`config.mk`:
```
export PLATFORM = sky130hd
export DESIGN_NAME = ppu_issue_arbiter
export DESIGN_NICKNAME = d
export VERILOG_FILES = /design/src/rtl/ppu_issue_arbiter.sv
export SDC_FILE = /design/constraint.sdc
export NUM_CORES = 1
export LEC_CHECK = 0
export CORE_MARGIN = 2
export CORE_UTILIZATION = 42
export DETAILED_ROUTE_END_ITERATION = 10
export PLACE_DENSITY = 0.92
export SETUP_SLACK_MARGIN = 0.05
export SLEW_MARGIN = 20
export SYNTH_ARGS = -nofsm -noshare
export SYNTH_HDL_FRONTEND = slang
export SYNTH_SLANG_ARGS = --single-unit
export TNS_END_PERCENT = 1
```
`constraint.sdc`:
```
create_clock -name clk -period 3.94 [get_ports clk]
set_input_delay 0.788 -clock clk [delete_from_list [all_inputs] [get_ports clk]]
set_output_delay 0.788 -clock clk [all_outputs]
set_load 0.02 [all_outputs]
```
`src/rtl/ppu_issue_arbiter.sv`:
```
// Two-requester round-robin issue arbiter in front of a shared combinational posit datapath.
// Holds operands stable for a fixed multicycle window, then presents the result until accepted.
module ppu_issue_arbiter #(
   parameter int N           = 16,
   parameter int ES          = 1,
   parameter int OP_SIZE     = 3,
   parameter int EXEC_CYCLES = 2
) (
   input  logic               clk,
   input  logic               rst_n,
   input  logic               req0_valid,
   output logic               req0_ready,
   input  logic [N-1:0]       req0_p1,
   input  logic [N-1:0]       req0_p2,
   input  logic [OP_SIZE-1:0] req0_op,
   input  logic               req1_valid,
   output logic               req1_ready,
   input  logic [N-1:0]       req1_p1,
   input  logic [N-1:0]       req1_p2,
   input  logic [OP_SIZE-1:0] req1_op,
   output logic [N-1:0]       dp_p1,
   output logic [N-1:0]       dp_p2,
   output logic [OP_SIZE-1:0] dp_op,
   input  logic [N-1:0]       dp_pout,
   output logic               resp_valid,
   input  logic               resp_ready,
   output logic [N-1:0]       resp_pout,
   output logic               resp_id,
   output logic               busy
);

   if (EXEC_CYCLES < 1 || EXEC_CYCLES > 15 || ES < 0 || ES >= N) begin : g_bad_param
      $error("ppu_issue_arbiter: illegal parameter combination");
   end

   typedef enum logic [1:0] {IDLE, EXEC, RESP} state_t;

   localparam logic [3:0] CNT_INIT = 4'(EXEC_CYCLES - 1);

   state_t     state;
   logic [3:0] cnt;
   logic       last_grant;
   logic       grant_id;
   logic       accept;

   // A lone requester always wins; on a tie the one not served last time wins.
   always_comb begin
      grant_id   = (req0_valid && req1_valid) ? ~last_grant : req1_valid;
      accept     = (state == IDLE) && (req0_valid || req1_valid);
      req0_ready = accept && !grant_id;
      req1_ready = accept && grant_id;
   end

   assign busy = (state != IDLE);

   always_ff @(posedge clk or negedge rst_n) begin
      if (!rst_n) begin
         state      <= IDLE;
         cnt        <= '0;
         last_grant <= 1'b1;
         resp_valid <= 1'b0;
         resp_pout  <= '0;
         resp_id    <= 1'b0;
         dp_p1      <= '0;
         dp_p2      <= '0;
         dp_op      <= '0;
      end else begin
         case (state)
            IDLE: begin
               if (accept) begin
                  dp_p1      <= grant_id ? req1_p1 : req0_p1;
                  dp_p2      <= grant_id ? req1_p2 : req0_p2;
                  dp_op      <= grant_id ? req1_op : req0_op;
                  resp_id    <= grant_id;
                  last_grant <= grant_id;
                  cnt        <= CNT_INIT;
                  state      <= EXEC;
               end
            end
            EXEC: begin
               if (cnt != 4'd0) begin
                  cnt <= cnt - 4'd1;
               end else begin
                  resp_pout  <= dp_pout;
                  resp_valid <= 1'b1;
                  state      <= RESP;
               end
            end
            RESP: begin
               if (resp_ready) begin
                  resp_valid <= 1'b0;
                  state      <= IDLE;
               end
            end
            default: state <= IDLE;
         endcase
      end
   end

endmodule

```
==> impl_metrics.toml <==
[clocking]
cts_made_buffers = 9
clk_latency_ps = 330
holdBufCountCts = 0
post_cts_resized = 0
cts_buffer_depth = 2
cts_setup_buffers = 0
cts_max_level = 3
clockRootBuffer = "clkbuf_8"
cts_tree = "built"
cts_num_sinks = 60
clk_pin_slew_ps = 70

[routing]
first_pass_iters = 4
drc = 0
wirelength_mm = 7.17
via_per_inst = 5.42
wl_per_cell_um = 16.8
drtIter0Drc = 96
final_antenna_net_count = 0
vias = 2309

[power_and_ir_drop]
pwr-share-seq_pct = 32.0
switchingPower_mw = 1.25
switching_share_pct = 36.8
vdd_drop_max_uv = 470
p_leak_nw = 1.83
pwr-share-comb_pct = 53.7
p_int_mw = 2.15
power_density_nw_per_um2 = 786
p_clk_share_pct = 14.2

[critical_path]
ff2ff_setup_slack_ps = 1850
worstPathRequired_ps = 3150
crit_path_start_kind = "input pin"
worstSetupPathType = "input pin to primary output"
worstSetupEndpointType = "primary output"
crit_arrival_ps = 2160
crit_fanout = 3

[floorplanning]
die_w_um = 83.6
dieHeight_um = 83.6
fp-row-count = 29
io_pins = 147
die-area_um2 = 6990
initial_core_util_pct = 42.7
core_area_um2 = 6240

[placement]
gp_congestion = 0.759
place_ws_ps = 1020
hpwlAfterDp_mm = 5.16
port_buffers = 146

[global_route]
grt_pass1_wl_mm = 11.8
grt.total_usage_pct = 21.3
grt_pass1_vias = 2464
overflow = 0
grt_max_degree = 42
antenna_found_initial = 0

[synthesis]
synth_warnings = 0
ys_seq_area_share_pct = 56.4
ys_types = 29
synth.cell_area_um2 = 2660
postSynthAreaPerCell_um2 = 13.2
synth-seq-cells = 60
synth_nets = 295
synth_cells = 202

[timing]
finalClockSkew_ps = 6.72
hold_violations = 0
setup_viol = 0
setup_tns_ps = 0
worst_slew_pin_slew_ps = 855
final_max_slew_viol_count = 0
fmax_mhz = 339
fin_ws_ps = 991
finalCriticalPeriod_ps = 2950
relSlewSlack_pct = 43.0
rsz0062_at_grt = "false"
layout_worst_path_cycle_share_pct = 74.9

[cells_and_area]
fin_nets = 438
multi_input_area_um2 = 1050
diodes = 0
layout-drive-gt1-share_pct = 9.46
area_growth_pct = 62.4
seqCellArea_um2 = 1500
n_fill_cell = 448

[run]
cap_violations = 0

[hold_path]
worst_hold_path_type = "register to register"

[status]
run_status = "complete, no violations"
-- synth_stat cells --
cell type	number	area share [%]
a21boi_0	37	10
a21o_1	2	0.56
a21oi_1	1	0.19
a221o_1	35	13
a31o_2	1	0.33
and3_1	2	0.47
buf_2	9	1.7
buf_6	2	0.85
clkbuf_1	7	0.99
dfrtp_1	59	55
dfstp_2	1	0.99
ha_1	2	0.94
inv_1	5	0.70
mux2_1	7	3.0
mux2_2	2	0.85
mux2_4	8	4.5
mux2i_1	1	0.38
nand2_1	4	0.56
nand2b_1	3	0.70
nand2b_4	1	0.52
nand4b_1	1	0.33
nor2_1	2	0.28
nor2b_1	1	0.24
nor3_1	1	0.19
nor3b_1	1	0.28
nor4_1	1	0.24
o21ai_0	4	0.75
or2_2	1	0.24
or3_1	1	0.24
-- kinds of logic after synthesis --
group                      after synthesis  synth area share [%]
buffers and inverters                   23                  4.23
and+or+nand+nor                         19                  4.28
muxes                                   18                  8.69
DFF                                     60                  56.4
AOI/OAI and AO/OA                       80                  25.4
adders and majority gates                2                 0.940
-- worst paths after layout --
check / endpoint / cells after the start / start
min in group asynchronous: state[1] / 1 / rst_n
min reg2reg: resp_id / 1 / resp_id
max reg2reg: resp_pout[4] / 5 / cnt[0]
max: req0_ready / 4 / req1_valid
min: resp_id / 1 / resp_id
max in group asynchronous: last_grant / 2 / rst_n
-- final cells by class --
cell class | count | share of cell area [%]
flip-flops and latches | 60 | 34.8
repair buffers | 150 | 34.4
multi-input cells | 119 | 24.3
clock buffers | 13 | 3.68
well taps | 77 | 2.23
inverters | 5 | 0.434
clock inverters | 2 | 0.232
-- cell usage in the layout, fill, tap and decap left out, drive strengths merged, types with 2 or more instances in the layout --
cell           Yosys  layout
dfrtp             59      59
mux2              17      17
a21boi            37      37
nor2               2       2
buf               11       5
nand2              4       4
clkbuf             7      13
o21ai              4       4
a221o             35      35
nand2b             4       4
and3               2       2
a21o               2       2
clkinv             0       2
inv                5       5
ha                 2       2
clkdlybuf4s50      0     145
-- layer usage --
| metal | part of all wire (%) | GRT usage, % | vias to the layer above |
|---|---|---|---|
| met1 | 39 | 26.7 | 1122 |
| met2 | 51 | 35.6 | 119 |
| met4 | 1.7 | 7.92 | 0 |
| met5 | 0 | 0 | - |
| met3 | 8.5 | 5.34 | 13 |
| li1 | - | - | 1055 |
-- state kept, by name (all words and copies together), names as in the netlist --
| name | count |
|---|---|
| state | 2 |
| dp_p2 | 16 |
| resp_valid | 1 |
| resp_id | 1 |
| last_grant | 1 |
| resp_pout | 16 |
| cnt | 4 |
| dp_p1 | 16 |
| dp_op | 3 |
-- power groups by stage --
stage | combinational [mW] | sequential (mW) | clock [mW]
after detailed placement | 1.84 | 1.09 | 0
after CTS | 1.85 | 1.09 | 0.492
after floorplan | 0.716 | 1.40 | 0
after global placement | 1.80 | 1.07 | 0
after global routing | 1.95 | 1.13 | 0.517
final | 1.83 | 1.09 | 0.484
-- through the flow --
stage	instances	power, mW	util, %	cell area [µm²]	hold slack (ps)
finish	426	3.40	69.3	4320	480
global route	426	3.59	69.3	4320	506
CTS	426	3.43	69.3	4320	483
detailed placement	411	2.93	66.6	4150	473
global placement	411	2.87	66.6	4150	460
floorplan	202	2.12	-	2660	468
-- critical path, stage by stage --
cell and delay (ps):
clkdlybuf4s50_1 450, nand2b_1 90, and3_1 200, clkdlybuf4s50_1 630
Note: power is estimated with default switching activity, not from simulation.
